===== config.mk =====
export PLATFORM = sky130hd
export DESIGN_NAME = imem_boot_loader
export DESIGN_NICKNAME = d
export VERILOG_FILES = /design/src/rtl/imem_boot_loader.sv
export SDC_FILE = /design/constraint.sdc
export NUM_CORES = 1
export LEC_CHECK = 0
export BUFFER_PORTS_ARGS = -buffer_cell sky130_fd_sc_hd__clkbuf_2
export CORE_MARGIN = 2
export CORE_UTILIZATION = 35
export CTS_CLUSTER_SIZE = 24
export DETAILED_ROUTE_END_ITERATION = 6
export GPL_ROUTABILITY_DRIVEN = 1
export GPL_TIMING_DRIVEN = 1
export PLACE_DENSITY = 0.73
export REMOVE_ABC_BUFFERS = 1
export SYNTH_ARGS = -nofsm -noshare
export SYNTH_HDL_FRONTEND = slang
export SYNTH_SLANG_ARGS = --single-unit

===== constraint.sdc =====
create_clock -name clk -period 3.56 [get_ports clk]
set_input_delay 1.068 -clock clk [delete_from_list [all_inputs] [get_ports clk]]
set_output_delay 1.068 -clock clk [all_outputs]
set_load 0.02 [all_outputs]

===== src/rtl/imem_boot_loader.sv =====
// Boot loader: streams program words into instruction memory, then releases the core.
// Optional BOOT_CHECKSUM_EN adds a trailing checksum beat verified before release.
module imem_boot_loader #(
    parameter int DEPTH         = 64,
    parameter int SETTLE_CYCLES = 2
) (
    input  logic                   clk,
    input  logic                   rst,
    input  logic                   in_valid,
    output logic                   in_ready,
    input  logic [31:0]            in_data,
    input  logic                   in_last,
    output logic                   imem_we,
    output logic [31:0]            imem_addr,
    output logic [31:0]            imem_wdata,
    output logic                   core_rst,
    output logic                   done,
    output logic [$clog2(DEPTH):0] word_count,
    output logic                   err
);

    localparam int AW = $clog2(DEPTH) + 1;
    localparam int SW = (SETTLE_CYCLES > 1) ? $clog2(SETTLE_CYCLES) : 1;

`ifdef BOOT_CHECKSUM_EN
    typedef enum logic [2:0] {LOAD, CHECK, SETTLE, RUN, ERROR} state_t;
    logic [31:0] csum;
`else
    typedef enum logic [2:0] {LOAD, SETTLE, RUN, ERROR} state_t;
`endif

    state_t        state;
    logic [SW-1:0] settle_cnt;
    logic          full;

    assign full = (word_count == AW'(DEPTH));

    // A full memory deasserts ready so the overflowing beat is never taken.
    always_comb begin
        in_ready = 1'b0;
        if (!rst) begin
            case (state)
                LOAD:    in_ready = !full;
`ifdef BOOT_CHECKSUM_EN
                CHECK:   in_ready = 1'b1;
`endif
                default: in_ready = 1'b0;
            endcase
        end
    end

    always_ff @(posedge clk) begin
        if (rst) begin
            state      <= LOAD;
            word_count <= '0;
            settle_cnt <= '0;
            imem_we    <= 1'b0;
            imem_addr  <= '0;
            imem_wdata <= '0;
            core_rst   <= 1'b1;
            done       <= 1'b0;
            err        <= 1'b0;
`ifdef BOOT_CHECKSUM_EN
            csum       <= '0;
`endif
        end else begin
            imem_we <= 1'b0;
            case (state)
                LOAD: begin
                    if (in_valid) begin
                        if (full) begin
                            state <= ERROR;
                            err   <= 1'b1;
                        end else begin
                            imem_we    <= 1'b1;
                            imem_addr  <= 32'({word_count, 2'b00});
                            imem_wdata <= in_data;
                            word_count <= word_count + 1'b1;
`ifdef BOOT_CHECKSUM_EN
                            csum       <= csum + in_data;
                            if (in_last) state <= CHECK;
`else
                            if (in_last) begin
                                state      <= SETTLE;
                                settle_cnt <= '0;
                            end
`endif
                        end
                    end
                end
`ifdef BOOT_CHECKSUM_EN
                CHECK: begin
                    if (in_valid) begin
                        if (in_data == csum) begin
                            state      <= SETTLE;
                            settle_cnt <= '0;
                        end else begin
                            state <= ERROR;
                            err   <= 1'b1;
                        end
                    end
                end
`endif
                SETTLE: begin
                    if (settle_cnt == SW'(SETTLE_CYCLES - 1)) begin
                        state    <= RUN;
                        core_rst <= 1'b0;
                        done     <= 1'b1;
                    end else begin
                        settle_cnt <= settle_cnt + 1'b1;
                    end
                end
                default: ;
            endcase
        end
    end

endmodule


== Yosys cells after proc, flatten, opt, wreduce, memory -nomap -nowiden ==
Index checks and enable logic that the tools add are counted.
Widths: inputs -> output; s select.

* Input port bits: 36
* Word-level logic and storage cells: 43
* Output and inout bits: 76
* Register bits: 54

* Equality and inequality tests: 7
* Add/subtract/negate cells: 2
* Bitwise gates (word level): 3
* Reduce and logical (&&, ||, !) cells: 9
* Muxes and demuxes: 13

{| class="wikitable"
|+ Operator list
! cell !! number
|-
| $mux 3 || 4
|-
| $ne 2x2->1 const B || 4
|-
| $reduce_and 4->1 || 2
|-
| $add 7x1->7 const B || 1
|-
| $eq 7x7->1 const B || 1
|-
| $mux 1 || 7
|-
| $pmux 3 s2 || 1
|-
| $reduce_and 3->1 || 2
|-
| $eq 3x1->1 const B || 1
|-
| $logic_not 3->1 || 1
|-
| $ne 3x3->1 const B || 1
|-
| $not 1->1 || 3
|-
| $reduce_or 3->1 || 1
|-
| $pmux 1 s2 || 1
|-
| $reduce_and 2->1 || 1
|-
| $reduce_bool 2->1 || 1
|-
| $add 1x1->1 const B || 1
|-
| $logic_not 1->1 || 1
|}

== Depth between registers and ports, before layout ==
* Depth in word-level cells: 4
* Mapped depth: 7
* Depth with buffers taken out: 5

== Worst setup path before layout ==
OpenSTA, ideal clock, no wires.

* Kind: input-to-output
* From: input port rst
* To: output port in_ready
* Cell stages on the path: 2
* Path buffers: 1
* Setup slack: 0.233 ns
* Arrival: 2.259 ns
* Required time: 2.492 ns
* Path through: clkbuf_1 -> a2111oi_0

* Longest elaborated chain between the ends: 1

{| class="wikitable"
|+ RTL lines
! item !! RTL line !! RTL
|-
| from (decl) || 8 || <nowiki>input logic rst,</nowiki>
|-
| $mux 1 || 41 || <nowiki>if (!rst) begin</nowiki>
|-
| to (decl) || 10 || <nowiki>output logic in_ready,</nowiki>
|}

Every way passes these cells.

== Worst setup path in the final report ==
* From: register word_count[0]
* To: output port in_ready

* Longest elaborated chain between the ends: 4

{| class="wikitable"
|+ RTL lines
! item !! RTL line !! RTL
|-
| from (decl) || 18 || <nowiki>output logic [$clog2(DEPTH):0] word_count,</nowiki>
|-
| from (signal assigned) || 78 || <nowiki>word_count <= word_count + 1'b1;</nowiki>
|-
| $eq 7x7->1 || 36 || <nowiki>assign full = (word_count == AW'(DEPTH));</nowiki>
|-
| $logic_not 1->1 || 43 || <nowiki>LOAD: in_ready = !full;</nowiki>
|-
| $mux 1 || 42 || <nowiki>case (state)</nowiki>
|-
| $mux 1 || 41 ||
|}

Every way passes these cells.

==> key figures <==
Status
  – Status: complete, no violations

Route
  – Detail-routed net length per standard cell: 10.8 um
  – Final antenna-violating net count: 0
  – Via count: 1957
  – Initial DRC Count: 52
  – DRC Markers: 0
  – Final wirelength: 4810 um
  – Initial DRT Pass Iterations: 4
  – Vias per inst: 4.41

Clocking
  – Clock sinks: 53
  – Clk pin slew, worst setup/hold paths: 100 ps
  – CTS hold repair buffers: 0
  – H-tree Lvls: 2
  – Post-CTS Resized: 0
  – Clock root cell: clkbuf_8
  – CTS tree: built
  – CTS Buf Count: 5
  – CTS max path bufs: 2
  – Clk Latency, worst-skew pair: 300 ps
  – Post-CTS setup buffer count: 0

Synth
  – Syn_area_per_cell: 9.67 sq um
  – Cell taking the most area after synthesis: dfxtp_1
  – Synth top area share: 41.2%
  – Synthesized area: 2570 sq um
  – #FFs+latches synth: 53
  – Synth top area cells: dfxtp_1, nand2b_1, mux2i_1
  – Sequential share of the synthesized area: 41.2%
  – Distinct cells, synth: 32
  – Synth warn: 0
  – Post-Syn Instances: 266

Critical path
  – Reg2reg path depth: 4
  – Crit start category: flip-flop
  – Max FO, Critical Path: 7
  – Worst reg2reg endpoint: imem_wdata[26]
  – Worst reg-to-reg setup slack: 1830 ps
  – FF-to-FF Start: state[0]
  – Critical path class: reg -> out
  – CP required: 2490 ps
  – Crit path DAT: 2000 ps
  – Crit. End Element: output port

Job
  – Max Cap Viol: 0

Final layout
  – Ratio of cells with drive above 1 in the final layout: 29.3%
  – Final #Nets: 382
  – Final instance area: 3070 sq um
  – Non-filler instance count after layout: 444
  – Util after Layout: 42.8%
  – Most frequent cells in the layout: clkbuf_2, nand2b_1, dfxtp_1
  – Ant. Diodes: 0
  – Area delta synth->final: 19.3%
  – Number of fill cells in the layout: 720
  – Commonest non-fill, non-tap cell in the layout: clkbuf_2

Floorplan
  – Row count: 31
  – Starting density of the core: 35.9%
  – Top-level port count: 112
  – Core footprint: 7180 sq um
  – Die Span Y: 89.7 um
  – Horiz. Die Dim: 89.7 um
  – DIE AREA: 8050 sq um

Power
  – Lkg Pwr: 0.00141 uW
  – Power share of the combinational group: 19.4%
  – Clock power frac: 27.3%
  – Pint: 858 uW
  – Seq pwr share: 53.4%
  – Switch Pwr: 359 uW
  – Sw Share: 29.5%
  – Tot Pwr: 1220 uW
  – Pwr dens: 397 nW/um^2
  – Worst vdd ir: 0.177 mV

Min path
  – Hold Crit Depth: 1
  – Worst hold-check path type: reg -> reg
  – Min-delay src: core_rst
  – Worst Hold Path EP: core_rst

Place
  – Post-DP HPWL: 3320 um
  – Final GP Congestion: 0.776
  – Post-Place Cells: 436
  – I/O Buffers: 86
  – Dpl cell area: 2980 sq um

Global routing
  – Largest net degree at the start of global routing: 95
  – First-pass GRT wire length: 8300 um
  – Antenna violations before repair: 0
  – Overall Global Routing Usage: 12.1%
  – GRT overflow: 0
  – Vias in the first global route: 1812

STA
  – Clk_skew: 6.77 ps
  – Final Max Tran Viols: 0
  – Final hold viol count: 0
  – Rel. slew slack: 56.5%
  – Fin Setup TNS: 0 ps
  – Minimum clock period after layout: 3070 ps
  – Fmax: 326 MHz
  – Worst-Margin Slew: 652 ps
  – Unrepaired setup endpoints after global routing: false
  – # setup viols final: 0
  – Period utilisation layout: 86.2%
==> worst max-delay path by stage <==
stage	cells past startpoint	slack, ps	endpoint	start
after CTS	5	500	in_ready	word_count[0]
after global placement	3	660	in_ready	rst
after detailed placement	3	660	in_ready	rst
final	5	490	in_ready	word_count[0]
after global routing	5	390	in_ready	word_count[0]
after floorplan	3	50	imem_addr[4]	in_valid
==> cells in the mapped netlist <==
cell,n
or4_1,2
o31ai_1,2
nand2_1,5
nor3_1,1
nor2_1,4
conb_1,1
a21oi_1,7
or2_2,3
nand2b_1,80
nor4_4,1
dfxtp_1,53
nor3b_1,1
nand4_1,1
inv_1,4
a21oi_2,1
nand4b_1,1
nand3_1,1
clkbuf_1,11
a31o_1,1
buf_4,29
and2_1,1
or3b_1,1
and2b_1,1
a21o_1,2
mux2i_1,41
o32ai_1,2
ha_1,2
a31oi_1,1
buf_6,1
a211oi_1,3
a2111oi_0,1
o21ai_0,1
==> registers in the layout, summed over array words and instances, names as in the netlist <==
register,flops
state,2
imem_we,1
settle_cnt,1
imem_wdata,32
word_count,7
err,1
done,1
core_rst,1
imem_addr,7
==> power by group through the flow <==
stage,combinational (uW),sequential [uW],clock (uW)
2_1_floorplan,117,701,0
3_3_place_gp,235,661,0
3_5_place_dp,238,663,0
4_1_cts,238,650,358
5_1_grt,257,655,378
6_report,236,650,332
==> final cells by class <==
class / count / area, sq um / area share (%)
Sequential cell: 53 / 1060 / 34.6
Inverter: 4 / 15.0 / 0.489
Timing Repair Buffer: 88 / 458 / 14.9
Multi-Input combinational cell: 192 / 1320 / 43.1
Tap cell: 99 / 124 / 4.04
Clock buffer: 5 / 68.8 / 2.24
Clock inverter: 3 / 17.5 / 0.571
==> critical path, stage by stage, from the launching register on <==
cell and delay, ps:
dfxtp_1 420, inv_1 60, ha_1 180, and2_1 250, a2111oi_0 520, clkbuf_2 270
==> per-layer routing <==
metal  part of all wire [%]  GRT usage (%)  vias up
met5                      0              0        -
met4                   0.64           2.95        0
met3                    7.8           3.69        4
met2                     45           19.8       88
met1                     46           15.8      882
li1                       -              -      983
==> through the flow <==
step | worst slack [ps] | hold WS (ps)
2_1_floorplan | 53.3 | 488
5_1_grt | 385 | 491
3_3_place_gp | 661 | 442
6_report | 491 | 461
3_5_place_dp | 658 | 446
4_1_cts | 497 | 470
==> cells by family after synthesis <==
logic type | synth area share (%)
muxes | 16.0
and+or+nand+nor | 25.0
adders and majority gates | 0.973
other | 0.146
DFF | 41.2
AOI/OAI and AO/OA | 5.54
buffers and inverters | 11.1
(Power assumes the default switching activity.)
